==> src/rtl/jtag_tap_ctrl.sv <==
// IEEE 1149.1 TAP controller: 16-state FSM, instruction register, BYPASS,
// IDCODE and one user data register with parallel capture/update.
module jtag_tap_ctrl #(
    parameter int unsigned      IR_W    = 4,
    parameter int unsigned      DR_W    = 8,
    parameter logic [31:0]      IDCODE  = 32'h1234_5677,
    parameter logic [IR_W-1:0]  INS_IDC = IR_W'(1),
    parameter logic [IR_W-1:0]  INS_USR = IR_W'(2)
) (
    input  logic             TCK,
    input  logic             TRST,
    input  logic             TMS,
    input  logic             TDI,
    output logic             TDO,
    output logic             TDO_EN,
    output logic [3:0]       state_obs,
    output logic [IR_W-1:0]  ir_q,
    input  logic [DR_W-1:0]  usr_in,
    output logic [DR_W-1:0]  usr_out,
    output logic             usr_upd
);

    localparam int unsigned ID_W = 32;

    localparam logic [3:0] S_TLR    = 4'd0;
    localparam logic [3:0] S_RTI    = 4'd1;
    localparam logic [3:0] S_SEL_DR = 4'd2;
    localparam logic [3:0] S_CAP_DR = 4'd3;
    localparam logic [3:0] S_SH_DR  = 4'd4;
    localparam logic [3:0] S_EX1_DR = 4'd5;
    localparam logic [3:0] S_PAU_DR = 4'd6;
    localparam logic [3:0] S_EX2_DR = 4'd7;
    localparam logic [3:0] S_UPD_DR = 4'd8;
    localparam logic [3:0] S_SEL_IR = 4'd9;
    localparam logic [3:0] S_CAP_IR = 4'd10;
    localparam logic [3:0] S_SH_IR  = 4'd11;
    localparam logic [3:0] S_EX1_IR = 4'd12;
    localparam logic [3:0] S_PAU_IR = 4'd13;
    localparam logic [3:0] S_EX2_IR = 4'd14;
    localparam logic [3:0] S_UPD_IR = 4'd15;

    logic [3:0]      state;
    logic [3:0]      state_nxt;
    logic [IR_W-1:0] ir_sr;
    logic [ID_W-1:0] id_sr;
    logic [DR_W-1:0] usr_sr;
    logic            byp_sr;
    logic            sel_idc;
    logic            sel_usr;

    assign state_obs = state;
    assign sel_idc   = (ir_q == INS_IDC);
    assign sel_usr   = (ir_q == INS_USR);

    always_ff @(posedge TCK or posedge TRST) begin
        if (TRST) state <= S_TLR;
        else      state <= state_nxt;
    end

    // Standard 1149.1 state graph, TMS sampled on rising TCK
    always_comb begin
        state_nxt = state;
        case (state)
            S_TLR:    state_nxt = TMS ? S_TLR    : S_RTI;
            S_RTI:    state_nxt = TMS ? S_SEL_DR : S_RTI;
            S_SEL_DR: state_nxt = TMS ? S_SEL_IR : S_CAP_DR;
            S_CAP_DR: state_nxt = TMS ? S_EX1_DR : S_SH_DR;
            S_SH_DR:  state_nxt = TMS ? S_EX1_DR : S_SH_DR;
            S_EX1_DR: state_nxt = TMS ? S_UPD_DR : S_PAU_DR;
            S_PAU_DR: state_nxt = TMS ? S_EX2_DR : S_PAU_DR;
            S_EX2_DR: state_nxt = TMS ? S_UPD_DR : S_SH_DR;
            S_UPD_DR: state_nxt = TMS ? S_SEL_DR : S_RTI;
            S_SEL_IR: state_nxt = TMS ? S_TLR    : S_CAP_IR;
            S_CAP_IR: state_nxt = TMS ? S_EX1_IR : S_SH_IR;
            S_SH_IR:  state_nxt = TMS ? S_EX1_IR : S_SH_IR;
            S_EX1_IR: state_nxt = TMS ? S_UPD_IR : S_PAU_IR;
            S_PAU_IR: state_nxt = TMS ? S_EX2_IR : S_PAU_IR;
            S_EX2_IR: state_nxt = TMS ? S_UPD_IR : S_SH_IR;
            S_UPD_IR: state_nxt = TMS ? S_SEL_DR : S_RTI;
            default:  state_nxt = S_TLR;
        endcase
    end

    // Shift registers: capture/shift on rising TCK, hold in every other state
    always_ff @(posedge TCK or posedge TRST) begin
        if (TRST) begin
            ir_sr  <= '0;
            id_sr  <= '0;
            usr_sr <= '0;
            byp_sr <= 1'b0;
        end else begin
            if (state == S_CAP_IR)
                ir_sr <= IR_W'(1);
            else if (state == S_SH_IR)
                ir_sr <= {TDI, ir_sr[IR_W-1:1]};

            if (state == S_CAP_DR) begin
                id_sr  <= IDCODE;
                usr_sr <= usr_in;
                byp_sr <= 1'b0;
            end else if (state == S_SH_DR) begin
                if (sel_idc)
                    id_sr <= {TDI, id_sr[ID_W-1:1]};
                else if (sel_usr)
                    usr_sr <= (usr_sr >> 1) | (DR_W'(TDI) << (DR_W - 1));
                else
                    byp_sr <= TDI;
            end
        end
    end

    // Falling-edge stage: updates and TDO launch, driven only by registered state
    always_ff @(negedge TCK or posedge TRST) begin
        if (TRST) begin
            ir_q    <= INS_IDC;
            usr_out <= '0;
            usr_upd <= 1'b0;
            TDO     <= 1'b0;
            TDO_EN  <= 1'b0;
        end else begin
            usr_upd <= (state == S_UPD_DR) && sel_usr;
            if ((state == S_UPD_DR) && sel_usr)
                usr_out <= usr_sr;

            // Forcing here lands before the next rising edge seen in TLR
            if (state == S_TLR)
                ir_q <= INS_IDC;
            else if (state == S_UPD_IR)
                ir_q <= ir_sr;

            case (state)
                S_SH_IR: begin
                    TDO    <= ir_sr[0];
                    TDO_EN <= 1'b1;
                end
                S_SH_DR: begin
                    TDO    <= sel_idc ? id_sr[0] : (sel_usr ? usr_sr[0] : byp_sr);
                    TDO_EN <= 1'b1;
                end
                default: begin
                    TDO    <= 1'b0;
                    TDO_EN <= 1'b0;
                end
            endcase
        end
    end

endmodule

==> config.mk <==
export PLATFORM = sky130hd
export DESIGN_NAME = jtag_tap_ctrl
export DESIGN_NICKNAME = d
export VERILOG_FILES = /design/src/rtl/jtag_tap_ctrl.sv
export SDC_FILE = /design/constraint.sdc
export NUM_CORES = 1
export LEC_CHECK = 0
export ABC_AREA = 1
export CAP_MARGIN = 15
export CORE_ASPECT_RATIO = 0.6
export CORE_MARGIN = 3
export CORE_UTILIZATION = 35
export DETAILED_ROUTE_END_ITERATION = 10
export SLEW_MARGIN = 10
export SYNTH_ARGS = -nofsm -noshare
export SYNTH_HDL_FRONTEND = slang
export SYNTH_SLANG_ARGS = --single-unit
export TNS_END_PERCENT = 1
==> constraint.sdc <==
create_clock -name TCK -period 2.3 [get_ports TCK]
set_input_delay 0.46 -clock TCK [delete_from_list [all_inputs] [get_ports TCK]]
set_output_delay 0.46 -clock TCK [all_outputs]
set_load 0.01 [all_outputs]
==> run summary, run 1 <==
Status = finished, violations left
Violated checks = negative setup slack
Post-Syn Instances = 340
Ys async rst share = 100.0%
Ports = 31
Gr ovfl total = 0
Final WL = 6737 um
Initial Util = 37.32%
Worst EP arrival = 2.18 ns
Die Span Y = 75.30 um
Setup Skew = 0.05334 ns
Worst flop-to-flop path endpoint = id_sr[13]
Launching point of the worst reg2reg path = ir_q[0]
Worst slew pin tran = 0.5411 ns
Power Density = 1295 nW/um^2
Count leader, synth = nand2_1
Crit. End Element = output port
Hold-fix buffers, CTS = 0
Most frequent cells after synthesis = 97 x nand2_1, 61 x nor2_1, 49 x dfrtp_1, 45 x inv_1, 19 x o21ai_0
CTS buffer count = 9
Top_reg_cell synth = dfrtp_1
R2r worst-path depth = 7
Final core utilization = 50.70%
Largest cells by area after synthesis = dfrtp_1 44%, nand2_1 13%, dfrtn_1 13%
Slew Limit Fails = 0
First-pass GRT wire length = 11,650 um
Area Growth Syn to Fin = 35.86%
Bufs and invs on worst path = 1
Slew HR = 63.93%
Tot Pwr = 4.930 mW
Hold path cells = 2
Worst min-delay path endpoint = usr_out[7]
Largest net degree at the start of global routing = 44
Gp weighted congestion = 0.8894
Worst-path clk slew = 0.04 ns
First-pass iteration count of the detailed router = 5
Core area = 7507 um^2
Yosys cell types = 23
Final setup viols = 65
Peak supply drop = 481.4 uV
Iteration-0 DRC Markers = 185
Post-synthesis area per instance = 8.240 um^2
Setup TNS = -9.253 ns
Sequential share of the synthesized area = 57.21%
FF-to-FF setup slack = -0.21 ns
Drc violations = 0
Cell taking the most area after synthesis = dfrtp_1
Unrepaired setup endpoints after global routing = yes
Top cell type's share of synthesized area = 43.77%
Slowest stage delay, CP = 0.54 ns
Worst Hold Class = reg -> reg
Met1 Use GR = 24.89%
CTS tree = done
Vias in the first global route = 2,323
GR peak layer = met1
Rows = 24
Post-layout nets = 421
Post-DP HPWL = 4670 um
Setup bufs post-CTS = 0
Post-Layout Cell Count = 518
Root Buffer = clkbuf_16
Final hold vios = 0
Tot GR Track Use = 17.00%
Slowest stage cell, crit path = dfstp_2
Startpoint types = flop
Critical path required time = 1.84 ns
Synthesized Nets = 352
Post-route setup slack = -0.3368 ns
Mean routed wirelength per cell = 13.01 um
Post-synth EDFFs = 0
Kind of critical path = reg -> out
CP delay by family, top = flip-flops
Htree depth = 3
CP max FO = 3
ANT nets after route = 0
Share of cells above drive strength 1 = 22.46%
Yosys warns = 0
Cell Area, Synth = 2801 um^2
Critical path cell sequence = buf_6
Initial antenna violation count = 0
Synth Register Bits = 64
Dpl cells = 502
Met3 usage = 6.899%
Vias = 2,349
Later-pin clock latency in the skew report = 0.38 ns
Met2 usage = 23.12%
Number of max-cap violations = 0
Port Buffers = 30
CTS max path bufs = 2
P_leak = 1.960 nW
Die X = 121.5 um
CTS sink cnt = 64
DIE AREA = 9149 um^2
Drt via density = 4.535
Hold path start = usr_out[7]
Inserted Diodes = 0
[per-layer routing]
| layer | up-vias | share of wire [%] |
|---|---|---|
| li1 | 1193 | - |
| met1 | 1083 | 52 |
| met2 | 63 | 39 |
| met3 | 10 | 7.1 |
| met4 | 0 | 1.1 |
| met5 | - | 0 |
[cell type report]
class                   instances  area, um^2
fillers                       742        3701
flip-flops and latches         64        1605
multi-input cells             222        1022
repair buffers                 66       538.0
clock buffers                  14       274.0
inverters                      45       172.7
well taps                     104       130.1
clock inverters                 3       63.81
[power by group]
part	total, mW	internal, mW	switching (mW)
combinational	1.68	0.724	0.953
clock	1.52	1.04	0.476
sequential	1.74	1.53	0.211
[worst max-delay path by stage]
stage                 endpoint  slack (ns)         start  depth (start not counted)
floorplan           usr_out[0]       -0.17  state_obs[2]                          7
global placement       ir_q[0]       -0.36       ir_q[0]                          1
detailed placement     ir_q[0]       -0.36       ir_q[0]                          1
CTS                    ir_q[0]       -0.34       ir_q[0]                          1
global route           ir_q[0]       -0.36       ir_q[0]                          1
finish                 ir_q[0]       -0.34       ir_q[0]                          1
[sequential cells by signal, indices dropped and copies added, names as in the netlist]
name       cells
state_obs      4
usr_upd        1
usr_out        8
TDO_EN         1
byp_sr         1
id_sr         32
ir_q           4
TDO            1
usr_sr         8
ir_sr          4
[cell usage in the layout, fill, tap and decap left out, types with 3 or more instances in the layout]
cell	n
nand2_2	8
nand2_1	90
nand3_1	17
inv_2	4
clkdlybuf4s50_1	15
dfrtn_1	14
inv_1	41
clkbuf_8	3
buf_2	14
nor2_2	3
nor2_1	57
o21ai_0	13
nand2_4	4
clkbuf_16	9
o22ai_1	11
dfrtp_1	47
buf_4	32
o21ai_1	9
[cell families (layout without fill, tap and decap cells)]
kind of cell | count (synthesis) | count (layout) | share of synthesized area [%]
AND/OR/NAND/NOR | 184 | 184 | 26.66
flip-flops | 64 | 64 | 57.21
AO/OA/AOI/OAI | 38 | 38 | 7.548
buffers and inverters | 54 | 128 | 8.575
[stage by stage]
stage               setup WS, ns  hold WS [ns]  cell area [um^2]
floorplan                -0.1667        0.4426              2805
global placement         -0.3588        0.4260              3463
detailed placement       -0.3585        0.4293              3463
CTS                      -0.3409        0.4278              3766
global route             -0.3633        0.4480              3806
finish                   -0.3368        0.4258              3806
[what timing repair did]
action | in CTS | in global routing
gates resized for setup | 73 | 20
pin swaps | 12 | 1
endpoints found under the setup margin | 69 | 69
No activity file was read; power rests on OpenSTA's default activity.
==> run 2: changes to the inputs <==
Settings changed: CAP_MARGIN 15 to 20, PLACE_DENSITY set to 0.56, REMOVE_ABC_BUFFERS set to 1.
==> run summary, run 2 (synthesis gave the netlist of run 1 again) <==
Status = finished, violations left (unchanged)
Violated checks = negative setup slack (unchanged)
Rows = 24 (unchanged)
Commonest non-fill, non-tap cell in the layout = nand2_1 (unchanged)
Vias in the first global route = 2,110 (was 2,323)
Dpl ws = -0.3944 ns (was -0.3585 ns)
Biggest registers after layout = id_sr (32), usr_out (8), usr_sr (8) (unchanged)
Switching Fraction = 34.34% (was 33.26%)
Largest net degree at the start of global routing = 22 (was 44)
Inserted Diodes = 0 (unchanged)
Later-pin clock latency in the skew report = 0.38 ns (about the same)
Die Span Y = 75.30 um (unchanged)
DIE AREA = 9149 um^2 (unchanged)
Power Density = 1229 nW/um^2 (was 1295 nW/um^2)
Slew Limit Fails = 0 (unchanged)
Post-layout nets = 424 (was 421)
Area Growth Syn to Fin = 34.26% (was 35.86%)
Gp weighted congestion = 0.9122 (was 0.8894)
Clock power share = 28.4% (was 30.7%)
Mean routed wirelength per cell = 12.53 um (was 13.01 um)
Final setup viols = 60 (was 65)
CTS sink cnt = 64 (unchanged)
Setup Skew = 0.05754 ns (was 0.05334 ns)
CTS tree = done (unchanged)
Drc violations = 0 (unchanged)
Critical path cell sequence = buf_6 (unchanged)
P_leak = 1.947 nW (was 1.960 nW)
Worst-path clk slew = 0.04 ns (about the same)
Internal power = 3.035 mW (was 3.290 mW)
Htree depth = 3 (unchanged)
Slowest stage delay, CP = 0.56 ns (was 0.54 ns)
Worst slew pin tran = 0.3981 ns (was 0.5411 ns)
Die X = 121.5 um (unchanged)
Logic pwr share = 34.1% (was 34.0%)
Port Buffers = 30 (unchanged)
First-pass iteration count of the detailed router = 4 (was 5)
ANT nets after route = 0 (unchanged)
Tot GR Track Use = 16.07% (was 17.00%)
Bufs and invs on worst path = 1 (unchanged)
Max reg flops = 32 (unchanged)
Min Hold Slack = 0.4334 ns (was 0.4258 ns)
Unrepaired setup endpoints after global routing = yes (unchanged)
Critical path required time = 1.84 ns (about the same)
Peak supply drop = 379.8 uV (was 481.4 uV)
CTS buffer count = 9 (unchanged)
Post-DP HPWL = 4611 um (was 4670 um)
CTS max path bufs = 2 (unchanged)
Final WL = 6529 um (was 6737 um)
Slew HR = 73.37% (was 63.93%)
Core area = 7507 um^2 (unchanged)
Initial Util = 37.32% (unchanged)
Number of max-cap violations = 0 (unchanged)
Slowest stage cell, crit path = dfstp_2 (unchanged)
Gr ovfl total = 0 (unchanged)
Initial antenna violation count = 0 (unchanged)
Iteration-0 DRC Markers = 178 (was 185)
Share of cells above drive strength 1 = 21.58% (was 22.46%)
Biggest register = id_sr (unchanged)
FF-to-FF setup slack = -0.26 ns (was -0.21 ns)
Dpl cells = 505 (was 502)
Final hold vios = 0 (unchanged)
Drt via density = 4.463 (was 4.535)
CP max FO = 3 (unchanged)
Startpoint types = flop (unchanged)
First-pass GRT wire length = 10,900 um (was 11,650 um)
Vias = 2,325 (was 2,349)
Post-route setup slack = -0.3665 ns (was -0.3368 ns)
Crit. End Element = output port (unchanged)
Kind of critical path = reg -> out (unchanged)
Ports = 31 (unchanged)
Most frequent cells in the layout = 92 x nand2_1, 58 x nor2_1, 49 x dfrtp_1, 41 x inv_1, 34 x buf_4 (was 90 x nand2_1, 57 x nor2_1, 47 x dfrtp_1, 41 x inv_1, 32 x buf_4)
Final core utilization = 50.10% (was 50.70%)
Hold-fix buffers, CTS = 0 (unchanged)
Net Switching = 1.588 mW (was 1.640 mW)
Worst Hold Class = reg -> reg (unchanged)
# fillers = 739 (was 742)
Post-Layout Cell Count = 521 (was 518)
Worst EP arrival = 2.21 ns (was 2.18 ns)
Root Buffer = clkbuf_16 (unchanged)
Flop pwr share = 37.5% (was 35.3%)
CP delay by family, top = flip-flops (unchanged)
-- run 2: worst paths after layout --
check | startpoint | end | cells after the start
worst max-delay path | ir_q[0] | ir_q[0] | 1
worst min-delay path | usr_out[0] | usr_out[0] | 2
worst max register to register | state_obs[3] | TDO | 7
worst min register to register | usr_out[0] | usr_out[0] | 2
max in group asynchronous | TRST | TDO | 3
min in group asynchronous | TRST | id_sr[21] | 3
-- run 2: metal layers --
layer	routed length [um]	track usage (%)	vias to the layer above
met1	3501	24.94	1055
met3	375	5.045	10
met4	117	7.453	0
li1	-	-	1198
met5	0	0	-
met2	2535	19.88	62
-- run 2: power by group through the flow --
stage | combinational, mW | clock [mW] | sequential, mW
after floorplan | 0.887 | 0.00544 | 1.72
after global placement | 1.54 | 0.00544 | 1.74
after detailed placement | 1.56 | 0.00544 | 1.74
after CTS | 1.58 | 1.33 | 1.73
after global routing | 1.80 | 1.38 | 1.79
final | 1.58 | 1.31 | 1.73
-- run 2: layout make-up --
type	count	area (um^2)	area share [%]
clock buffer	12	236.5	6.287
clock inverter	5	48.80	1.297
inverter	45	172.7	4.591
multi-input combinational	222	992.2	26.38
sequential	64	1603	42.61
tap	104	130.1	3.460
timing repair buffer	69	578.1	15.37
-- run 2: through the flow --
step	setup TNS [ns]	instance area [um^2]	power, mW
after global routing	-17.80	3761	4.977
after detailed placement	-13.25	3507	3.300
after floorplan	-23.10	2734	2.616
after global placement	-12.32	3507	3.282
after CTS	-11.76	3752	4.646
final	-11.87	3761	4.623
-- run 2: timing repair --
| item | in CTS | in global routing |
|---|---|---|
| pin swaps | 11 | 1 |
| hold endpoints to repair | 0 | 0 |
| buffers inserted | 0 | 0 |
| resized for setup | 76 | 5 |
| endpoints found under the setup margin | 69 | 70 |
==> run 3: changes to the inputs <==
Settings changed: CTS_BUF_LIST set to sky130_fd_sc_hd__clkbuf_8.
==> run summary, run 3 (synthesis gave the netlist of run 1 again) <==
Later-pin clock latency in the skew report = 0.39 ns (was 0.38 ns)
Vias in the first global route = 2,109 (was 2,110)
Gr ovfl total = 0 (unchanged)
Area Growth Syn to Fin = 31.04% (was 34.26%)
Die X = 121.5 um (unchanged)
Initial Util = 37.32% (unchanged)
Vias = 2,329 (was 2,325)
Violated checks = negative setup slack (unchanged)
Worst flop-to-flop path endpoint = TDO (unchanged)
Flop pwr share = 40.9% (was 37.5%)
Commonest non-fill, non-tap cell in the layout = nand2_1 (unchanged)
Hold path cells = 2 (unchanged)
Iteration-0 DRC Markers = 170 (was 178)
Max reg flops = 32 (unchanged)
CTS max path bufs = 2 (unchanged)
Switching Fraction = 36.49% (was 34.34%)
FF-to-FF setup slack = -0.31 ns (was -0.26 ns)
Critical path cell sequence = buf_6 (unchanged)
Worst EP arrival = 2.21 ns (about the same)
Post-layout nets = 424 (unchanged)
Setup TNS = -10.90 ns (was -11.87 ns)
ANT nets after route = 0 (unchanged)
Initial antenna violation count = 0 (unchanged)
Drt via density = 4.470 (was 4.463)
Gp weighted congestion = 0.9122 (unchanged)
Logic pwr share = 37.6% (was 34.1%)
Final setup viols = 62 (was 60)
Final hold vios = 0 (unchanged)
CTS buffer count = 9 (unchanged)
Port Buffers = 30 (unchanged)
# fillers = 744 (was 739)
Setup Skew = 0.05686 ns (was 0.05754 ns)
Peak supply drop = 286.9 uV (was 379.8 uV)
First-pass GRT wire length = 10,850 um (was 10,900 um)
Inserted Diodes = 0 (unchanged)
Clock power share = 21.6% (was 28.4%)
Post-DP HPWL = 4611 um (unchanged)
Root Buffer = clkbuf_8 (was clkbuf_16)
Largest net degree at the start of global routing = 22 (unchanged)
Mean routed wirelength per cell = 12.59 um (was 12.53 um)
Launching point of the worst reg2reg path = state_obs[3] (unchanged)
Worst slew pin tran = 0.4029 ns (was 0.3981 ns)
CTS sink cnt = 64 (unchanged)
Critical path required time = 1.84 ns (about the same)
Worst-path clk slew = 0.05 ns (was 0.04 ns)
Most frequent cells in the layout = 90 x nand2_1, 57 x nor2_1, 49 x dfrtp_1, 44 x inv_1, 33 x buf_4 (was 92 x nand2_1, 58 x nor2_1, 49 x dfrtp_1, 41 x inv_1, 34 x buf_4)
CP delay by family, top = flip-flops (unchanged)
Final WL = 6557 um (was 6529 um)
Area taken by flip-flops and latches = 1603 um^2 (unchanged)
CP max FO = 3 (unchanged)
Internal power = 2.689 mW (was 3.035 mW)
P_leak = 1.917 nW (was 1.947 nW)
Crit. End Element = output port (unchanged)
Number of max-cap violations = 0 (unchanged)
Worst Hold Class = reg -> reg (unchanged)
First-pass iteration count of the detailed router = 4 (unchanged)
Slew Limit Fails = 0 (unchanged)
Kind of critical path = reg -> out (unchanged)
DIE AREA = 9149 um^2 (unchanged)
Slowest stage delay, CP = 0.56 ns (about the same)
Hold path start = usr_out[7] (was usr_out[0])
Biggest registers after layout = id_sr (32), usr_out (8), usr_sr (8) (unchanged)
Die Span Y = 75.30 um (unchanged)
Unrepaired setup endpoints after global routing = yes (unchanged)
Core area = 7507 um^2 (unchanged)
Net Switching = 1.545 mW (was 1.588 mW)
Share of cells above drive strength 1 = 22.30% (was 21.58%)
Bufs and invs on worst path = 1 (unchanged)
Drc violations = 0 (unchanged)
Status = finished, violations left (unchanged)
Startpoint types = flop (unchanged)
Worst min-delay path endpoint = usr_out[7] (was usr_out[0])
Power Density = 1153 nW/um^2 (was 1229 nW/um^2)
Post-route setup slack = -0.3677 ns (was -0.3665 ns)
Htree depth = 3 (unchanged)
Slew HR = 73.04% (was 73.37%)
Ports = 31 (unchanged)
Tot GR Track Use = 15.96% (was 16.07%)
R2r worst-path depth = 7 (unchanged)
Min Hold Slack = 0.4369 ns (was 0.4334 ns)
CTS tree = done (unchanged)
Rows = 24 (unchanged)
Slowest stage cell, crit path = dfstp_2 (unchanged)
Biggest register = id_sr (unchanged)
Footprint of the multi-input gates = 999.7 um^2 (was 992.2 um^2)
run 3: cell count changes in the layout (fill, tap and decap cells not counted), sizes merged:
cell    before  now
clkbuf      12    9
inv         45   48
run 3: how the worst max path moves through the flow:
stage,from,depth (start not counted),to,slack [ns]
after floorplan,TRST,1,TDO,-0.80
after global placement,ir_q[0],1,ir_q[0],-0.37
after detailed placement,ir_q[0],1,ir_q[0],-0.39
after CTS,ir_q[0],1,ir_q[0],-0.38
after global routing,ir_q[0],1,ir_q[0],-0.40
final,ir_q[0],1,ir_q[0],-0.37
run 3: per-layer routing:
metal | GRT usage [%] | routed length, um | part of all wire [%]
met5 | 0 | 0 | 0
met3 | 5.712 | 402 | 6.1
met4 | 5.590 | 72 | 1.1
met2 | 20.00 | 2542 | 39
met1 | 24.80 | 3540 | 54
run 3: timing repair:
action | 4_1_cts | 5_1_grt
resized for setup | 79 | 8
endpoints found under the setup margin | 69 | 71
buffers inserted | 0 | 0
hold buffers | 0 | 0
pin swaps | 10 | 2
run 3: per-stage QoR:
| stage | instances | power (mW) | area [um^2] | util, % | setup WS (ns) |
|---|---|---|---|---|---|
| final | 521 | 4.234 | 3671 | 48.90 | -0.3677 |
| after global routing | 521 | 4.590 | 3671 | 48.90 | -0.3958 |
| after CTS | 521 | 4.250 | 3651 | 48.63 | -0.3809 |
| after detailed placement | 505 | 3.300 | 3507 | 46.72 | -0.3944 |
| after global placement | 505 | 3.282 | 3507 | 46.72 | -0.3736 |
| after floorplan | 332 | 2.616 | 2734 | - | -0.7996 |
run 3: power groups by stage:
stage / logic (mW) / clock network, mW / registers [mW]
floorplan: 0.887 / 0.00544 / 1.72
global placement: 1.54 / 0.00544 / 1.74
detailed placement: 1.56 / 0.00544 / 1.74
CTS: 1.58 / 0.939 / 1.73
global route: 1.81 / 0.987 / 1.79
finish: 1.59 / 0.913 / 1.73
run 3: final cells by class:
class | instances | area share (%)
multi-input cells | 222 | 27.23
repair buffers | 69 | 15.85
well taps | 104 | 3.545
clock inverters | 8 | 1.636
flip-flops and latches | 64 | 43.66
inverters | 45 | 4.703
clock buffers | 9 | 3.374
